## src/rtl/proc_trace_buf.sv

```systemverilog
`default_nettype none
// ============================================================================
// Module      : proc_trace_buf
// Description : Instruction-retirement trace buffer. It captures retired
//               instruction records into a circular FIFO. An optional filter
//               keeps only records that write the register file. It also
//               counts retired instructions and records dropped on a full
//               buffer, and holds a sticky overflow flag.
// Ports       : clk, rst (sync, active-low)
//               trace_val/addr/inst/wen/wreg/wdata : retirement input
//               wen_only : capture only records with effective wen
//               clr      : synchronous flush of FIFO and counters
//               deq_val/rdy, deq_addr/inst/wen/wreg/wdata : head record
//               occupancy, retired, dropped, overflow : status
// Revision    : 1.0 - initial release
// ============================================================================
module proc_trace_buf #(
    parameter int DEPTH = 8,   // power of two, >= 2
    parameter int DROPW = 16
) (
    input  logic                     clk,
    input  logic                     rst,
    input  logic                     trace_val,
    input  logic [31:0]              trace_addr,
    input  logic [31:0]              trace_inst,
    input  logic                     trace_wen,
    input  logic [4:0]               trace_wreg,
    input  logic [31:0]              trace_wdata,
    input  logic                     wen_only,
    input  logic                     clr,
    output logic                     deq_val,
    input  logic                     deq_rdy,
    output logic [31:0]              deq_addr,
    output logic [31:0]              deq_inst,
    output logic [31:0]              deq_wdata,
    output logic                     deq_wen,
    output logic [4:0]               deq_wreg,
    output logic [$clog2(DEPTH):0]   occupancy,
    output logic [31:0]              retired,
    output logic [DROPW-1:0]         dropped,
    output logic                     overflow
);

    localparam int AW   = $clog2(DEPTH);
    localparam int OW   = AW + 1;
    localparam int RECW = 102;   // addr(32) inst(32) wen(1) wreg(5) wdata(32)

    localparam logic [OW-1:0]    C_DEPTH    = OW'(DEPTH);
    localparam logic [DROPW-1:0] C_DROP_MAX = '1;

    logic [RECW-1:0]  mem_q [DEPTH];
    logic [AW-1:0]    head_q, head_d;
    logic [AW-1:0]    tail_q, tail_d;
    logic [OW-1:0]    occ_q, occ_d;
    logic [31:0]      retired_q, retired_d;
    logic [DROPW-1:0] dropped_q, dropped_d;
    logic             overflow_q, overflow_d;

    logic             w_eff_wen;
    logic             w_cand;
    logic             w_deq;
    logic             w_enq;
    logic             w_drop;
    logic [RECW-1:0]  w_rec;
    logic [RECW-1:0]  w_head_rec;

    always_comb begin
        // A write to x0 is architecturally a no-op, so it does not count as a write.
        w_eff_wen = trace_wen && (trace_wreg != 5'd0);
        w_cand    = trace_val && (!wen_only || w_eff_wen);
        w_deq     = (occ_q != '0) && deq_rdy;
        // When the buffer is full, a same-cycle dequeue frees the slot that the new record takes.
        w_enq     = w_cand && ((occ_q != C_DEPTH) || w_deq);
        w_drop    = w_cand && !w_enq;
        w_rec     = {trace_addr, trace_inst, w_eff_wen, trace_wreg, trace_wdata};

        head_d     = head_q;
        tail_d     = tail_q;
        occ_d      = occ_q;
        retired_d  = retired_q;
        dropped_d  = dropped_q;
        overflow_d = overflow_q;

        if (clr) begin
            head_d     = '0;
            tail_d     = '0;
            occ_d      = '0;
            retired_d  = '0;
            dropped_d  = '0;
            overflow_d = 1'b0;
        end else begin
            // Power-of-two depth lets the pointers wrap by natural overflow.
            if (w_deq) head_d = head_q + 1'b1;
            if (w_enq) tail_d = tail_q + 1'b1;
            case ({w_enq, w_deq})
                2'b10:   occ_d = occ_q + 1'b1;
                2'b01:   occ_d = occ_q - 1'b1;
                default: occ_d = occ_q;
            endcase
            if (trace_val) retired_d = retired_q + 32'd1;
            if (w_drop) begin
                overflow_d = 1'b1;
                if (dropped_q != C_DROP_MAX) dropped_d = dropped_q + 1'b1;
            end
        end
    end

    always_ff @(posedge clk) begin
        if (!rst) begin
            head_q     <= '0;
            tail_q     <= '0;
            occ_q      <= '0;
            retired_q  <= '0;
            dropped_q  <= '0;
            overflow_q <= 1'b0;
        end else begin
            head_q     <= head_d;
            tail_q     <= tail_d;
            occ_q      <= occ_d;
            retired_q  <= retired_d;
            dropped_q  <= dropped_d;
            overflow_q <= overflow_d;
        end
    end

    // The storage array is not reset. The pointers alone define which entries are valid.
    always_ff @(posedge clk) begin
        if (rst && !clr && w_enq) begin
            mem_q[tail_q] <= w_rec;
        end
    end

    assign w_head_rec = mem_q[head_q];

    assign deq_val   = (occ_q != '0);
    assign deq_addr  = w_head_rec[101:70];
    assign deq_inst  = w_head_rec[69:38];
    assign deq_wen   = w_head_rec[37];
    assign deq_wreg  = w_head_rec[36:32];
    assign deq_wdata = w_head_rec[31:0];

    assign occupancy = occ_q;
    assign retired   = retired_q;
    assign dropped   = dropped_q;
    assign overflow  = overflow_q;

endmodule
`default_nettype wire

```

## config.mk

```make
export PLATFORM = sky130hd
export DESIGN_NAME = proc_trace_buf
export DESIGN_NICKNAME = d
export VERILOG_FILES = /design/src/rtl/proc_trace_buf.sv
export SDC_FILE = /design/constraint.sdc
export NUM_CORES = 1
export LEC_CHECK = 0
export CORE_ASPECT_RATIO = 1.75
export CORE_MARGIN = 2
export CORE_UTILIZATION = 58
export DETAILED_ROUTE_END_ITERATION = 8
export PLACE_DENSITY = 0.79
export SYNTH_ARGS = -nofsm -noshare
export SYNTH_HDL_FRONTEND = slang
export SYNTH_SLANG_ARGS = --single-unit
export TNS_END_PERCENT = 50
```

## constraint.sdc

```tcl
create_clock -name clk -period 14.7 [get_ports clk]
set_input_delay 2.94 -clock clk [delete_from_list [all_inputs] [get_ports clk]]
set_output_delay 2.94 -clock clk [all_outputs]
set_load 0.01 [all_outputs]
```

==> results of run 1 <==
==> worst register-to-register path, delay by kind of cell (launching register included) <==
| kind | cells | cell delay (ns) |
|---|---|---|
| buffers and inverters | 2 | 1.60 |
| DFF | 1 | 0.46 |
| and+or+nand+nor | 4 | 1.18 |
==> worst min path at each step <==
stage                             to  cells after the start
after detailed placement    overflow                      2
after global routing      dropped[1]                      2
after CTS                 dropped[1]                      2
final                       overflow                      2
after global placement      overflow                      2
after floorplan             register                      2
==> cell families (layout without fill, tap and decap cells) <==
| logic type | after synthesis | count (layout) | share of synthesized area, % |
|---|---|---|---|
| AND/OR/NAND/NOR | 182 | 182 | 2.834 |
| multiplexers | 309 | 309 | 17.27 |
| XOR/XNOR | 45 | 45 | 1.179 |
| AO/OA/AOI/OAI | 22 | 22 | 0.4455 |
| other | 0 | 2 | 0 |
| buffers and inverters | 76 | 429 | 0.9547 |
| flip-flops | 878 | 878 | 77.03 |
| adder cells (fa/ha/maj) | 7 | 7 | 0.2845 |
==> cell type report <==
type                    count  area (um2)  area share (%)
flip-flops and latches    878       25760           65.35
inverters                   7       26.28         0.06666
diodes                      2       5.005         0.01270
repair buffers            288        2820           7.155
multi-input cells         565        7416           18.81
well taps                 767       959.7           2.435
clock inverters            39       372.9          0.9460
clock buffers              95        2059           5.225
==> routing by layer <==
metal,part of all wire [%],GRT usage (%),wire [um]
met3,6.8,5.473,4691
met5,0.055,0,38
met4,2.0,6.667,1403
met2,53,41.03,36740
met1,38,30.57,26370
==> through the flow <==
| step | cell area, um2 | setup slack, ns | power, mW | hold slack [ns] | utilization, % |
|---|---|---|---|---|---|
| 3_5_place_dp | 36980 | 7.310 | 2.953 | 0.4801 | 64.83 |
| 5_1_grt | 39410 | 6.400 | 4.994 | 0.5260 | 69.10 |
| 2_1_floorplan | 33420 | 3.010 | 2.862 | 0.4847 | - |
| 4_1_cts | 39410 | 6.695 | 4.893 | 0.4959 | 69.09 |
| 3_3_place_gp | 36980 | 7.390 | 2.946 | 0.4751 | 64.83 |
| 6_report | 39420 | 6.836 | 4.855 | 0.4884 | 69.10 |
==> sequential cells by signal, summed over array words and instances (netlist names), named ones only <==
register	flops
retired	32
overflow	1
dropped	16
head_q	3
tail_q	3
mem_q	816
occupancy	4
==> power by group through the flow <==
stage	Combinational [mW]	Sequential [mW]	Clock (mW)
after floorplan	0.0645	2.80	0
after global placement	0.150	2.80	0
after detailed placement	0.156	2.80	0
after CTS	0.157	2.74	1.99
after global routing	0.167	2.74	2.08
final	0.155	2.74	1.96
==> placed cells by master (no fill, tap or decap), drive strengths merged, types with 10 or more instances in the layout <==
master,netlist,layout
clkbuf,47,95
nor4,16,16
nand2,25,25
mux4,204,204
inv,7,10
edfxtp,816,816
xor2,28,28
nand3,20,20
nand4,19,19
nor2,63,63
clkinv,0,23
mux2,102,102
buf,22,25
clkdlybuf4s50,0,263
xnor2,17,17
dfxtp,62,62
==> key figures, run 1 <==
Die
  • Die Y-Extent: 321.6 um
  • Rows: 116
  • Initial core utilization: 58.59%
  • Die Area: 59640 um2
  • Die W: 185.5 um
  • Core area: 57040 um2
  • I/O pin count: 264

Synthesis
  • Top post-synthesis cells by area: edfxtp_1, mux4_2, dfxtp_1
  • Syn_nets: 1634
  • Yosys reg bits: 878
  • Commonest cells post-synth: edfxtp_1, mux4_2, mux2_2
  • Register area share after synthesis: 77.03%
  • Cell with the most instances after synthesis: edfxtp_1
  • Syn avg cell area: 22.00 um2
  • Synth Cell Area: 33420 um2
  • Post-synth top flop: edfxtp_1
  • Post-synthesis async set-or-reset flop share: 0%
  • Top cell type's share of synthesized area: 73.32%
  • Syn. warnings: 0
  • Post-Syn Instances: 1519
  • Unique masters post-synth: 44
  • Number of flops mapped to enable cells by yosys: 816
  • Synth area leader: edfxtp_1

Worst setup path
  • Critical Path AT: 4.92 ns
  • Cell mode on critical path: buf_4
  • RR Startpoint: occupancy[0]
  • FF-to-FF End: mem_q[4][97]
  • Slowest library cell on the worst path: buf_4
  • Critical path depth: 5
  • WP data required: 11.76 ns
  • Reg2reg setup slack: 11.03 ns
  • CP Class: reg -> out
  • Critical Path Sink: deq_wen
  • Setup crit start kind: register
  • Largest delay contributor family on the critical path: buffers and inverters
  • Cells on worst reg2reg path: 6
  • Worst-path maximum fanout: 54
  • CP bufs+invs: 3
  • Critical Path End Type: output port
  • CP Cell Sequence: buf_4 > buf_4 > mux4_2 > mux2_2 > clkdlybuf4s50_1
  • Worst path max stage delay: 0.98 ns

Global route
  • Vias in the first global route: 17.09k
  • GRT overflow: 0
  • Antenna violations before repair: 5
  • First-pass GRT wire length: 103700 um
  • Largest net degree at the start of global routing: 71
  • Total GRT Usage: 23.84%

STA
  • Worst Tran Pin Value: 1.158 ns
  • Worst rel slew slack: 22.82%
  • Min cycle time layout: 7.864 ns
  • Fmax: 0.1272 GHz
  • Clk_skew: 0.01901 ns
  • Hold Fails Final Rpt: 0
  • Fin. max-slew vios: 0
  • Fin crit share: 53.49%
  • Sum Neg Setup Slack: 0 ns
  • # setup viols final: 0
  • RSZ-0062 raised after global routing: no

Power
  • Clock power frac: 40.3%
  • Leakage Power: 12.01 nW
  • Combinational Power Share: 3.2%
  • Pwr/cell area: 123.2 nW/um2
  • NetSw: 0.9347 mW
  • Design internal power: 3.920 mW
  • Switching Share: 19.25%
  • Worst vdd ir: 0.1336 mV
  • Sequential power share: 56.5%

Placement
  • DP HPWL: 38520 um
  • Placed insts: 2505
  • GP Congestion: 0.8210
  • Port bufs: 263

Route
  • Detailed Routing Iterations Pass 1: 5
  • Post-route ant nets: 0
  • Routed vias/inst: 6.002
  • Post-Route WL: 69240 um
  • DRC violations left: 0
  • Iter 0 DRT Violations: 1293
  • DR vias: 15.85k
  • Mean routed wirelength per cell: 26.22 um

Clocking
  • Post-CTS setup buffer count: 0
  • CTS Hold Bufs: 0
  • Number of CTS-inserted buffers: 74
  • Htree depth: 3
  • CTS sink cnt: 878
  • Root buffer cell: clkbuf_16
  • Longest Clk Path Bufs: 3
  • CTS resizes: 0
  • CTS tree: built
  • Clock latency on the worst-skew pair: 0.60 ns
  • Clock slew seen by the registers of the worst setup and hold paths: 0.07 ns

Worst hold path
  • Min-Delay Path Class: reg -> reg
  • Hold path start: overflow

Run status
  • Status: completed

Finish
  • Area Growth Syn to Fin: 17.93%
  • Share of cells above drive strength 1: 24.89%
  • Layout Cells excl Fill: 2641
  • # fillers: 3487
  • NumNets Final: 1929

Run
  • MaxCap Viol Count: 0
Note: power is estimated with default switching activity, not from simulation.
==> inputs of run 2 (changes only) <==
Settings changed: CORE_UTILIZATION 58 to 52, PLACE_DENSITY 0.79 to 0.75.
Clock period 14.7 ns to 6.92 ns, I/O delays scaled along.
==> key figures, run 2 (synthesized netlist as in run 1, its figures left out) <==
Finish
  • Share of cells above drive strength 1: 24.27% (-0.63 points)
  • Max reg flops: 816 (unchanged)
  • Post-route cell area: 39580 um2 (+0.43%)
  • Biggest register: mem_q
  • Most frequent cells in the layout: edfxtp_1, clkdlybuf4s50_1, mux4_2, mux2_2, clkbuf_16
  • Area Growth Syn to Fin: 18.44%
  • Commonest non-fill, non-tap cell in the layout: edfxtp_1
  • NumNets Final: 1929 (unchanged)
  • # fillers: 4300 (+23%)
  • Layout Cells excl Fill: 2688 (+1.8%)

Worst setup path
  • Worst path max stage delay: 0.96 ns (-0.02 ns)
  • Slowest library cell on the worst path: dfxtp_4
  • Worst-path maximum fanout: 44 (-19%)
  • Setup crit start kind: register
  • WP data required: 5.54 ns (-6.22 ns)
  • Cells on worst reg2reg path: 5 (-1)
  • Critical Path Sink: deq_wdata[28]
  • RR Startpoint: occupancy[1]
  • CP Class: reg -> out
  • Reg2reg setup slack: 3.86 ns (-7.17 ns)
  • CP Cell Sequence: buf_4 > mux4_2 > mux2_2 > clkdlybuf4s50_1
  • Critical Path AT: 3.49 ns (-1.43 ns)
  • Critical Path End Type: output port
  • FF-to-FF End: mem_q[2][44]

Run status
  • Status: completed

Route
  • Post-route ant nets: 0 (unchanged)
  • Iter 0 DRT Violations: 1084 (-16%)
  • DR vias: 15.75k (-0.63%)
  • DRC violations left: 0 (unchanged)
  • Mean routed wirelength per cell: 26.01 um (-0.78%)
  • Detailed Routing Iterations Pass 1: 4 (-1)
  • Post-Route WL: 69920 um (+0.99%)
  • Routed vias/inst: 5.859 (-2.4%)

Global route
  • Antenna violations before repair: 11 (+6)
  • Vias in the first global route: 16.83k (-1.5%)
  • GRT overflow: 0 (unchanged)
  • Largest net degree at the start of global routing: 84 (+18%)
  • First-pass GRT wire length: 105900 um (+2.1%)
  • Total GRT Usage: 21.52% (-2.3 points)

Power
  • Leakage Power: 12.01 nW (about the same)
  • Worst vdd ir: 0.2054 mV (+54%)
  • Pwr Total: 10.29 mW (+110%)
  • Pwr/cell area: 259.8 nW/um2 (+110%)

Clocking
  • Clock latency on the worst-skew pair: 0.60 ns (about the same)
  • Longest Clk Path Bufs: 3 (unchanged)
  • CTS tree: built
  • Htree depth: 3 (unchanged)
  • CTS sink cnt: 878 (unchanged)
  • CTS resizes: 0 (unchanged)
  • CTS Hold Bufs: 0 (unchanged)
  • Number of CTS-inserted buffers: 74 (unchanged)
  • Clock slew seen by the registers of the worst setup and hold paths: 0.06 ns (about the same)
  • Post-CTS setup buffer count: 0 (unchanged)
  • Root buffer cell: clkbuf_16

Die
  • Die W: 195.6 um (+5.5%)
  • Initial core utilization: 52.33% (-6.3 points)
  • Die Area: 66400 um2 (+11%)
  • Rows: 123 (+6.0%)
  • Core area: 63870 um2 (+12%)
  • I/O pin count: 264 (unchanged)
  • Die Y-Extent: 339.4 um (+5.5%)

STA
  • Setup slack after layout: 2.046 ns (-4.791 ns)
  • Worst Tran Pin Value: 1.326 ns (+0.1684 ns)
  • Fin. max-slew vios: 0 (unchanged)
  • Fin crit share: 70.44%
  • # setup viols final: 0 (unchanged)
  • Hold Fails Final Rpt: 0 (unchanged)
  • Worst rel slew slack: 10.81% (-12 points)
  • Hold WS: 0.5124 ns (+0.02404 ns)
  • RSZ-0062 raised after global routing: no
  • Fmax: 0.2052 GHz
  • Min cycle time layout: 4.874 ns
  • Clk_skew: 0.01627 ns (-0.002741 ns)

Worst hold path
  • Min-Delay Path Class: reg -> reg
  • Hold path start: dropped[1]

Run
  • MaxCap Viol Count: 0 (unchanged)

Placement
  • Placed insts: 2550 (+1.8%)
  • Place WS: 1.542 ns (-5.768 ns)
  • Port bufs: 263 (unchanged)
  • Placed cell areas: 37180 um2 (+0.56%)
  • GP Congestion: 0.8298 (+1.1%)
  • DP HPWL: 41980 um (+9.0%)
[run 2: cell type report]
cell class	instances	area (um2)	area share, %
diodes	5	12.51	0.03161
clock buffers	96	2022	5.108
clock inverters	37	365.4	0.9230
inverters	7	26.28	0.06638
multi-input cells	565	7428	18.77
flip-flops and latches	878	25760	65.07
well taps	812	1016	2.567
repair buffers	288	2958	7.472
[run 2: per-layer routing]
metal	vias to the layer above	GRT usage, %	part of all wire, %
met5	-	0	0.083
met4	10	6.091	2.0
met3	101	4.411	6.1
met2	533	38.12	54
met1	8217	26.95	38
li1	6889	-	-
[run 2: worst max-delay path: cells and delay by family, from the launching register on]
kind	cells	cell delay, ns
buffers and inverters	2	1.01
DFF	1	0.96
muxes	2	0.90
[run 2: through the flow]
stage	setup TNS, ns	util (%)
after floorplan	-207.57	-
after global placement	0	58.22
after detailed placement	0	58.22
after CTS	0	61.96
after global routing	0	61.97
final	0	61.98
[run 2: report_power, final]
part           internal, mW  switching (mW)  leakage (nW)
combinational         0.170           0.170          3.00
clock                  2.33            1.79          1.16
sequential             5.81          0.0124          7.85
[run 2: how the worst min path moves through the flow]
stage	endpoint	slack [ns]	cells past startpoint
after global routing	retired[5]	0.53	2
after global placement	overflow	0.49	2
after CTS	dropped[1]	0.52	2
after floorplan	register	0.48	2
after detailed placement	overflow	0.50	2
final	dropped[1]	0.51	2
==> inputs of run 3 (changes only) <==
Settings changed: CORE_UTILIZATION 52 to 58, PLACE_DENSITY 0.75 to 0.79.
Clock period 6.92 ns to 4.9 ns, I/O delays scaled along.
==> key figures, run 3 (synthesized netlist as in run 1, its figures left out) <==
Route
  • Routed vias/inst: 6.057 (+3.4%)
  • Post-Route WL: 71530 um (+2.3%)
  • DR vias: 16.14k (+2.5%)
  • DRC violations left: 0 (unchanged)
  • Iter 0 DRT Violations: 1380 (+27%)
  • Mean routed wirelength per cell: 26.85 um (+3.2%)
  • Detailed Routing Iterations Pass 1: 7 (+3)
  • Post-route ant nets: 0 (unchanged)

Finish
  • Post-route cell area: 39860 um2 (+0.69%)
  • Area of the multi-input gates: 7432 um2 (about the same)
  • Biggest register: mem_q
  • Most frequent cells in the layout: edfxtp_1, clkdlybuf4s50_1, mux4_2, mux2_2, clkbuf_16
  • NumNets Final: 1951 (+1.1%)
  • # fillers: 3272 (-24%)
  • Max reg flops: 816 (unchanged)
  • Storage cell area: 25760 um2 (unchanged)
  • Share of cells above drive strength 1: 25.44% (+1.2 points)
  • Commonest non-fill, non-tap cell in the layout: edfxtp_1
  • Fin util: 69.88% (+7.9 points)
  • Area Growth Syn to Fin: 19.25%

Die
  • Die Area: 59640 um2 (-10%)
  • Die W: 185.5 um (-5.2%)
  • Core area: 57040 um2 (-11%)
  • Die Y-Extent: 321.6 um (-5.3%)
  • Rows: 116 (-5.7%)
  • I/O pin count: 264 (unchanged)
  • Initial core utilization: 58.59% (+6.3 points)

Global route
  • Largest net degree at the start of global routing: 81 (-3.6%)
  • GRT overflow: 0 (unchanged)
  • Antenna violations before repair: 10 (-1)
  • Total GRT Usage: 24.70% (+3.2 points)
  • Vias in the first global route: 17.41k (+3.4%)
  • First-pass GRT wire length: 107300 um (+1.4%)

STA
  • Worst rel slew slack: 11.86% (+1.1 points)
  • Fin crit share: 83.75%
  • Clk_skew: 0.02729 ns (+0.01102 ns)
  • # setup viols final: 0 (unchanged)
  • Hold Fails Final Rpt: 0 (unchanged)
  • RSZ-0062 raised after global routing: no
  • Fmax: 0.2437 GHz
  • Fin. max-slew vios: 0 (unchanged)
  • Worst Tran Pin Value: 1.310 ns (-0.01569 ns)
  • Min cycle time layout: 4.104 ns

Placement
  • Port bufs: 263 (unchanged)
  • DP HPWL: 43020 um (+2.5%)
  • GP Congestion: 0.8291 (about the same)
  • Placed cell areas: 37530 um2 (+0.94%)

Clocking
  • Longest Clk Path Bufs: 3 (unchanged)
  • Htree depth: 3 (unchanged)
  • Number of CTS-inserted buffers: 74 (unchanged)
  • Clock latency on the worst-skew pair: 0.62 ns (+0.02 ns)
  • CTS Hold Bufs: 0 (unchanged)
  • CTS sink cnt: 878 (unchanged)
  • Root buffer cell: clkbuf_16
  • Clock slew seen by the registers of the worst setup and hold paths: 0.06 ns (about the same)
  • CTS tree: built
  • CTS resizes: 0 (unchanged)
  • Post-CTS setup buffer count: 0 (unchanged)

Worst setup path
  • Slowest library cell on the worst path: dfxtp_4
  • Worst path max stage delay: 0.63 ns (-0.33 ns)
  • Critical path depth: 4 (unchanged)
  • CP Class: reg -> out
  • Critical Path AT: 3.12 ns (-0.37 ns)
  • Worst-path maximum fanout: 21 (-52%)
  • Cells on worst reg2reg path: 6 (+1)
  • Critical Path End Type: output port
  • CP Cell Sequence: buf_4 > mux4_2 > mux2_2 > clkdlybuf4s50_1
  • CP bufs+invs: 2 (unchanged)
  • WP data required: 3.92 ns (-1.62 ns)
  • Setup crit start kind: register
  • Largest delay contributor family on the critical path: buffers and inverters

Power
  • Pwr/cell area: 360.8 nW/um2 (+39%)
  • Worst vdd ir: 0.2766 mV (+35%)
  • Leakage Power: 12.15 nW (+1.2%)

Run status
  • Status: completed

Worst hold path
  • Hold Path Depth: 2 (unchanged)
  • Min-Delay Path Class: reg -> reg

Run
  • MaxCap Viol Count: 0 (unchanged)
-- run 3: layout make-up --
| class | count | share of cell area (%) |
|---|---|---|
| clock buffer | 94 | 5.042 |
| timing repair buffer | 310 | 8.432 |
| clock inverter | 37 | 0.7471 |
| sequential | 878 | 64.62 |
| antenna | 6 | 0.03767 |
| tap | 767 | 2.408 |
| inverter | 7 | 0.06592 |
| multi-input combinational | 565 | 18.65 |
-- run 3: metal layers --
metal	wire, um	up-vias	global-route usage (%)	share of wire (%)
li1	-	6951	-	-
met1	26380	8411	30.48	37
met2	38240	649	43.50	53
met3	4881	117	4.760	6.8
met4	1979	8	8.730	2.8
met5	47	-	0	0.066
-- run 3: final timing paths --
kind	slack, ns	start	to
max reg2reg	2.32	occupancy[1]	mem_q[4][58]
min reg2reg	0.49	overflow	overflow
min	0.49	overflow	overflow
max	0.80	register	deq_wdata[29]
-- run 3: per-stage QoR --
step | setup TNS, ns | cells | power [mW] | setup WS [ns] | hold slack, ns
final | 0 | 2664 | 14.38 | 0.7963 | 0.4947
after global routing | 0 | 2663 | 14.77 | 0.6099 | 0.5432
after CTS | 0 | 2658 | 14.48 | 0.7012 | 0.5010
after detailed placement | 0 | 2527 | 8.879 | 0.8794 | 0.4788
after global placement | 0 | 2527 | 8.861 | 0.9115 | 0.4674
after floorplan | -163.71 | 1519 | 8.584 | -0.3262 | 0.4847
-- run 3: tightest hold or removal path, stage by stage (launching register included) --
cell and delay, ns:
dfxtp_1 0.34, a21oi_1 0.05, nor2_1 0.07
-- run 3: power breakdown --
group | internal, mW | leakage [nW] | switching, mW
clock | 3.12 | 1.13 | 2.54
sequential | 8.21 | 7.85 | 0.0153
combinational | 0.245 | 3.17 | 0.243
